==> config.mk <==
export PLATFORM = sky130hd
export DESIGN_NAME = scan_clk_gen
export DESIGN_NICKNAME = d
export VERILOG_FILES = /design/src/rtl/scan_clk_gen_pkg.sv /design/src/rtl/scan_clk_gen_debounce.sv /design/src/rtl/scan_clk_gen.sv
export SDC_FILE = /design/constraint.sdc
export NUM_CORES = 1
export LEC_CHECK = 0
export CORE_MARGIN = 1
export CORE_UTILIZATION = 30
export DETAILED_ROUTE_END_ITERATION = 7
export GPL_ROUTABILITY_DRIVEN = 0
export GPL_TIMING_DRIVEN = 0
export SYNTH_ARGS = -nofsm -noshare
export SYNTH_HDL_FRONTEND = slang
export SYNTH_HIERARCHICAL = 1
export SYNTH_SLANG_ARGS = --single-unit
==> constraint.sdc <==
create_clock -name clk -period 4.1 [get_ports clk]
set_clock_uncertainty 0.15 [all_clocks]
set_input_delay 0.82 -clock clk [delete_from_list [all_inputs] [get_ports clk]]
set_output_delay 0.82 -clock clk [all_outputs]
set_load 0.05 [all_outputs]
==> src/rtl/scan_clk_gen_pkg.sv <==
// rtl/scan_clk_gen_pkg.sv - shared state encoding and switch map for the scanner front end
package scan_clk_gen_pkg;

   // Divider/step FSM states
   typedef enum logic [1:0] {
      S_RUN     = 2'd0,
      S_WAIT    = 2'd1,
      S_STEP_HI = 2'd2,
      S_STEP_LO = 2'd3
   } state_t;

   // Switch bit positions
   localparam int SW_W         = 8;
   localparam int SW_RUN       = 0;
   localparam int SW_SPD_LO    = 1;
   localparam int SW_SPD_HI    = 3;
   localparam int SW_STEP_MODE = 4;
   localparam int SW_STEP      = 5;

   // Speed field width
   localparam int SPD_W = 3;

endpackage

==> src/rtl/scan_clk_gen_debounce.sv <==
// rtl/scan_clk_gen_debounce.sv - 2-FF synchroniser plus two-sample agree debounce
module sw_debounce #(
   parameter int W          = 8,
   parameter int DEB_CYCLES = 1_000_000
) (
   input  logic         clk_i,
   input  logic         rst_ni,
   input  logic [W-1:0] sw_i,
   output logic [W-1:0] sw_clean_o
);

   localparam int            CW       = (DEB_CYCLES > 2) ? $clog2(DEB_CYCLES) : 1;
   localparam logic [CW-1:0] CNT_LAST = CW'(DEB_CYCLES - 1);

   logic [W-1:0]  sync1_q, sync2_q;
   logic [W-1:0]  samp_q, samp_d;
   logic [W-1:0]  clean_q, clean_d;
   logic [CW-1:0] cnt_q, cnt_d;
   logic          sample_now;
   logic [W-1:0]  agree;

   assign sample_now = (cnt_q == CNT_LAST);
   // a bit agrees when the fresh sample matches the one taken an interval earlier
   assign agree      = ~(sync2_q ^ samp_q);

   // next-state: free-running sample counter, capture and agree-update at its terminal
   always_comb begin
      cnt_d   = cnt_q + 1'b1;
      samp_d  = samp_q;
      clean_d = clean_q;
      if (sample_now) begin
         cnt_d   = '0;
         samp_d  = sync2_q;
         clean_d = (sync2_q & agree) | (clean_q & ~agree);
      end
   end

   // state registers with synchronous active-low reset
   always_ff @(posedge clk_i) begin
      if (!rst_ni) begin
         sync1_q <= '0;
         sync2_q <= '0;
         samp_q  <= '0;
         clean_q <= '0;
         cnt_q   <= '0;
      end else begin
         sync1_q <= sw_i;
         sync2_q <= sync1_q;
         samp_q  <= samp_d;
         clean_q <= clean_d;
         cnt_q   <= cnt_d;
      end
   end

   assign sw_clean_o = clean_q;

endmodule

==> src/rtl/scan_clk_gen.sv <==
// rtl/scan_clk_gen.sv - switch-selectable step clock generator with single-step mode
module scan_clk_gen
   import scan_clk_gen_pkg::*;
#(
   parameter int DIV_BASE   = 1_000_000,
   parameter int DEB_CYCLES = 1_000_000
) (
   input  logic            clk,
   input  logic            rst_n,
   input  logic [SW_W-1:0] sw_in,
   output logic [SW_W-1:0] sw_clean,
   output logic            slowclk,
   output logic            tick
);

   localparam int             HCW   = $clog2(DIV_BASE + 1);
   localparam logic [HCW-1:0] DIV_V = HCW'(DIV_BASE);

   state_t           state_q, state_d;
   logic [HCW-1:0]   hcnt_q, hcnt_d;
   logic [SPD_W-1:0] spd_q, spd_d;
   logic             slow_q, slow_d;
   logic             tick_q, tick_d;
   logic             step_prev_q;
   logic [HCW-1:0]   half;
   logic             terminal;
   logic             step_rise;
   logic [SPD_W-1:0] sw_spd;

   sw_debounce #(
      .W          (SW_W),
      .DEB_CYCLES (DEB_CYCLES)
   ) u_debounce (
      .clk_i      (clk),
      .rst_ni     (rst_n),
      .sw_i       (sw_in),
      .sw_clean_o (sw_clean)
   );

   // DIV_BASE >= 128 keeps the shifted half-period at least 1
   assign half      = DIV_V >> spd_q;
   assign terminal  = (hcnt_q == half - 1'b1);
   assign step_rise = sw_clean[SW_STEP] & ~step_prev_q;
   assign sw_spd    = sw_clean[SW_SPD_HI:SW_SPD_LO];

   // next-state: half-period counting, free-run toggling and single-step sequencing
   always_comb begin
      state_d = state_q;
      hcnt_d  = hcnt_q + 1'b1;
      spd_d   = spd_q;
      slow_d  = slow_q;
      tick_d  = 1'b0;
      unique case (state_q)
         S_RUN: begin
            if (terminal) begin
               hcnt_d = '0;
               spd_d  = sw_spd;
               if (sw_clean[SW_STEP_MODE]) begin
                  state_d = S_WAIT;
                  slow_d  = 1'b0;
               end else begin
                  slow_d = ~slow_q;
                  tick_d = ~slow_q;
               end
            end
         end
         S_WAIT: begin
            hcnt_d = '0;
            slow_d = 1'b0;
            // leaving step mode takes priority over a simultaneous press
            if (!sw_clean[SW_STEP_MODE]) begin
               state_d = S_RUN;
            end else if (step_rise) begin
               state_d = S_STEP_HI;
               slow_d  = 1'b1;
               tick_d  = 1'b1;
               spd_d   = sw_spd;
            end
         end
         S_STEP_HI: begin
            if (terminal) begin
               hcnt_d  = '0;
               spd_d   = sw_spd;
               slow_d  = 1'b0;
               state_d = S_STEP_LO;
            end
         end
         S_STEP_LO: begin
            if (terminal) begin
               hcnt_d  = '0;
               spd_d   = sw_spd;
               state_d = S_WAIT;
            end
         end
         default: begin
            state_d = S_RUN;
            hcnt_d  = '0;
         end
      endcase
   end

   // state registers; reset overrides any pulse in flight
   always_ff @(posedge clk) begin
      if (!rst_n) begin
         state_q     <= S_RUN;
         hcnt_q      <= '0;
         spd_q       <= '0;
         slow_q      <= 1'b0;
         tick_q      <= 1'b0;
         step_prev_q <= 1'b0;
      end else begin
         state_q     <= state_d;
         hcnt_q      <= hcnt_d;
         spd_q       <= spd_d;
         slow_q      <= slow_d;
         tick_q      <= tick_d;
         step_prev_q <= sw_clean[SW_STEP];
      end
   end

   assign slowclk = slow_q;
   assign tick    = tick_q;

endmodule

==> Implementation_results.wiki <==
{| class="wikitable"
! Metric !! Value
|-
| Result of the run || completed
|-
| Standard cell core area || 13830 um^2
|-
| Highest fanout seen on the critical path || 10
|-
| Worst reg2reg startpoint || spd_q[1]
|-
| Data arrival time of the critical path || 3.82 ns
|-
| Switching power as a share of total power || 22.34%
|-
| RSZ-0062 raised after global routing || no
|-
| Skew-Pair Late Insertion Delay || 0.33 ns
|-
| Reg2Reg Depth || 13
|-
| Class of the worst hold path || register to register
|-
| # H-tree levels || 3
|-
| Wire length per cell after detailed routing || 13.46 um
|-
| Worst setup path class || register to register
|-
| Relative slew slack || 52.73%
|-
| Post-route DRC || 0
|-
| # setup viols final || 0
|-
| Count leader, synth || dfxtp_1
|-
| Total vias in the final route || 3551
|-
| Fraction of power consumed by the clock network || 49.2%
|-
| Filler Cell Count || 1393
|-
| Die Wd || 121.0 um
|-
| Top-level I/O count || 20
|-
| Highest clock rate || 0.2660 GHz
|-
| Setup TNS || 0 ns
|-
| Reg-to-reg endpoint || slowclk
|-
| Number of synthesized register bits || 80
|-
| Hold slack || 0.2857 ns
|-
| Post-synth cell types || 70
|-
| Critical Path Start || spd_q[1]
|-
| Input/output buffers || 19
|-
| Deepest clock path buffer count || 2
|-
| TritonCTS clock tree || done
|-
| Vias in the first global route || 3413
|-
| Post-synthesis async set-or-reset flop share || 0%
|-
| Actual slew at the worst max-slew pin || 0.7031 ns
|-
| Post-CTS setup buffer count || 0
|-
| CTS root buf || clkbuf_16
|-
| Die extent in y || 121.0 um
|-
| Sequential area share after synthesis || 37.72%
|-
| Die Footprint || 14630 um^2
|-
| Static leakage || 1.757 nW
|-
| Dpl hpwl || 6899 um
|-
| Antenna Violating Nets Remaining || 0
|-
| Cell types with the highest counts after synthesis || dfxtp_1 (80), nor2_1 (38), o21ai_0 (31), nand3_1 (28), a21oi_1 (25)
|-
| Fraction of layout instances using a drive strength above 1 || 9.942%
|-
| Dominant register cell in the synthesized netlist || dfxtp_1
|-
| Mean post-synth cell area || 8.863 um^2
|-
| Netlist Area Pre-Place || 4245 um^2
|-
| Crit path launch type || register
|-
| Peak VDD IR || 193.7 uV
|-
| Largest area contributor in the netlist || dfxtp_1
|-
| Area share of the largest cell type after synthesis || 37.72%
|-
| Area grow syn2layout || 17.06%
|-
| Power Internal || 1.296 mW
|-
| Initial DRC count || 306
|-
| Critical Path Sink || slowclk
|-
| Final Max Slew Viols || 0
|-
| Clock transition time at the flip-flop clock pins of the worst setup and hold paths || 0.06 ns
|-
| Number of non-filler instances in the completed layout || 693
|-
| R2R Setup Slk || 0.34 ns
|-
| Number of clock sinks || 80
|-
| Ratio of routed vias to standard cells || 5.124
|-
| Reg power frac || 47.9%
|-
| Number of placed instances with taps included || 678
|-
| NetSw || 0.3728 mW
|-
| All-layer global routing usage || 13.72%
|-
| Number of warning messages in the yosys log || 6
|-
| Final period util || 91.69%
|-
| Initial core utilization || 30.70%
|-
| PwrDens || 335.9 nW/um^2
|-
| Gr ovfl total || 0
|-
| Max-capacitance violation count || 0
|-
| Net count of the finished layout || 531
|-
| Number of enable-type register cells in the synthesized netlist || 0
|-
| Router iterations before antenna repair || 4
|-
| Count of final hold-check violations || 0
|-
| Diodes inserted || 0
|-
| Wire length of the first global-routing pass || 16150 um
|-
| Top post-synthesis cells by area || dfxtp_1 (38%), xor2_1 (5.0%), ha_1 (3.8%), xnor2_1 (3.7%), o21ai_0 (3.7%)
|-
| Largest net degree at the start of global routing || 17
|-
| Count of standard-cell rows || 43
|-
| Total clock buffers created by CTS || 9
|-
| Fin crit period || 3.759 ns
|-
| Number of antenna violations at the first check in global routing || 0
|-
| Part of the total power dissipated in combinational logic || 2.9%
|-
| Routed wire length || 9330 um
|-
| Endpoint kind of the worst setup timing path || register
|-
| Data required time at the worst endpoint || 4.16 ns
|-
| Final Util || 35.94%
|-
| Cell count after synthesis || 479
|-
| Net count after synthesis || 502
|}
## registers in the layout (all words and copies together) (netlist names), named ones only
signal              flops
slowclk                 1
state_q                 2
tick                    1
hcnt_q                 20
u_debounce/samp_q       8
step_prev_q             1
u_debounce/cnt_q       20
spd_q                   3
u_debounce/sync2_q      8
u_debounce/sync1_q      8
## cells by family (layout without fill, tap and decap cells)
kind of cell | count (synthesis) | after routing | synth area share, %
and+or+nand+nor | 188 | 188 | 25.41
AOI/OAI and AO/OA | 108 | 108 | 17.45
DFF | 80 | 80 | 37.72
xor gates and xnor gates | 42 | 42 | 8.665
buffers and inverters | 40 | 74 | 5.010
adders and majority gates | 13 | 13 | 3.832
muxes | 8 | 8 | 1.916
## power groups by stage
stage | sequential [mW] | combinational (mW) | clock [mW]
detailed placement | 0.817 | 0.0484 | 0
global route | 0.801 | 0.0544 | 0.884
finish | 0.799 | 0.0479 | 0.822
CTS | 0.799 | 0.0485 | 0.846
global placement | 0.816 | 0.0477 | 0
floorplan | 0.814 | 0.0310 | 0
## repair_timing
| action | 4_1_cts | 5_1_grt |
|---|---|---|
| gates resized for setup | 0 | 4 |
| setup endpoints to repair | 0 | 21 |
| hold buffers | 0 | 0 |
## cell type report
cell class / instances / area [um^2] / share of cell area [%]
buffer: 21 / 143.9 / 2.895
clock buffer: 9 / 225.2 / 4.532
clock inverter: 7 / 85.08 / 1.712
inverter: 18 / 67.56 / 1.360
multi-input combinational: 359 / 2431 / 48.92
sequential: 80 / 1602 / 32.23
tap: 180 / 225.2 / 4.532
timing repair buffer: 19 / 190.2 / 3.827
## per-stage QoR
stage / area (um^2) / power, mW / setup WS (ns)
2_1_floorplan: 4245 / 0.8449 / 0.8483
3_5_place_dp: 4661 / 0.8655 / 0.1489
6_report: 4970 / 1.669 / 0.3407
5_1_grt: 4970 / 1.739 / 0.1393
3_3_place_gp: 4661 / 0.8641 / 0.2073
4_1_cts: 4971 / 1.694 / 0.1418
## metal layers
layer / up-vias / global-route usage, % / wire length (um) / share of wire (%)
li1: 1796 / - / - / -
met5: - / 0 / 0 / 0
met2: 60 / 22.11 / 4412 / 47
met4: 0 / 5.401 / 165 / 1.8
met1: 1681 / 17.48 / 4423 / 47
met3: 14 / 3.430 / 328 / 3.5
## worst min path at each step
stage                               start                    end  slack (ns)  cells past startpoint
floorplan             u_debounce/cnt_q[0]    u_debounce/cnt_q[0]        0.26                      1
global placement    u_debounce/sync1_q[5]  u_debounce/sync2_q[5]        0.27                      1
global route        u_debounce/sync1_q[3]  u_debounce/sync2_q[3]        0.31                      1
detailed placement  u_debounce/sync1_q[3]  u_debounce/sync2_q[3]        0.27                      1
finish              u_debounce/sync1_q[7]  u_debounce/sync2_q[7]        0.29                      1
CTS                 u_debounce/sync1_q[7]  u_debounce/sync2_q[7]        0.29                      1
## placed cells by master (no fill, tap or decap), types with 6 or more instances in the layout
cell              n
dfxtp_1          80
nor2_1           38
o21ai_0          31
nand3_1          28
a21oi_1          25
xor2_1           24
and2_1           21
clkdlybuf4s50_1  19
inv_1            18
xnor2_1          18
nand2_1          17
nand4_1          16
ha_1             13
and3_1           12
clkbuf_16         9
a31oi_1           8
buf_6             7
mux2i_1           7
nor3_1            6
o211ai_1          6
or4_1             6
clkbuf_1          6
## worst max-delay path, cell delays in order, from the launching register on
cell	delay [ns]
dfxtp_1	0.34
clkbuf_2	0.20
inv_1	0.16
ha_1	0.31
clkbuf_2	0.29
nand2_1	0.09
ha_1	0.28
xnor2_1	0.14
a211oi_1	0.29
o2111ai_1	0.26
a2111oi_2	0.49
o2111ai_1	0.24
a221oi_1	0.32
a311oi_1	0.08
No activity file was read; power rests on OpenSTA's default activity.
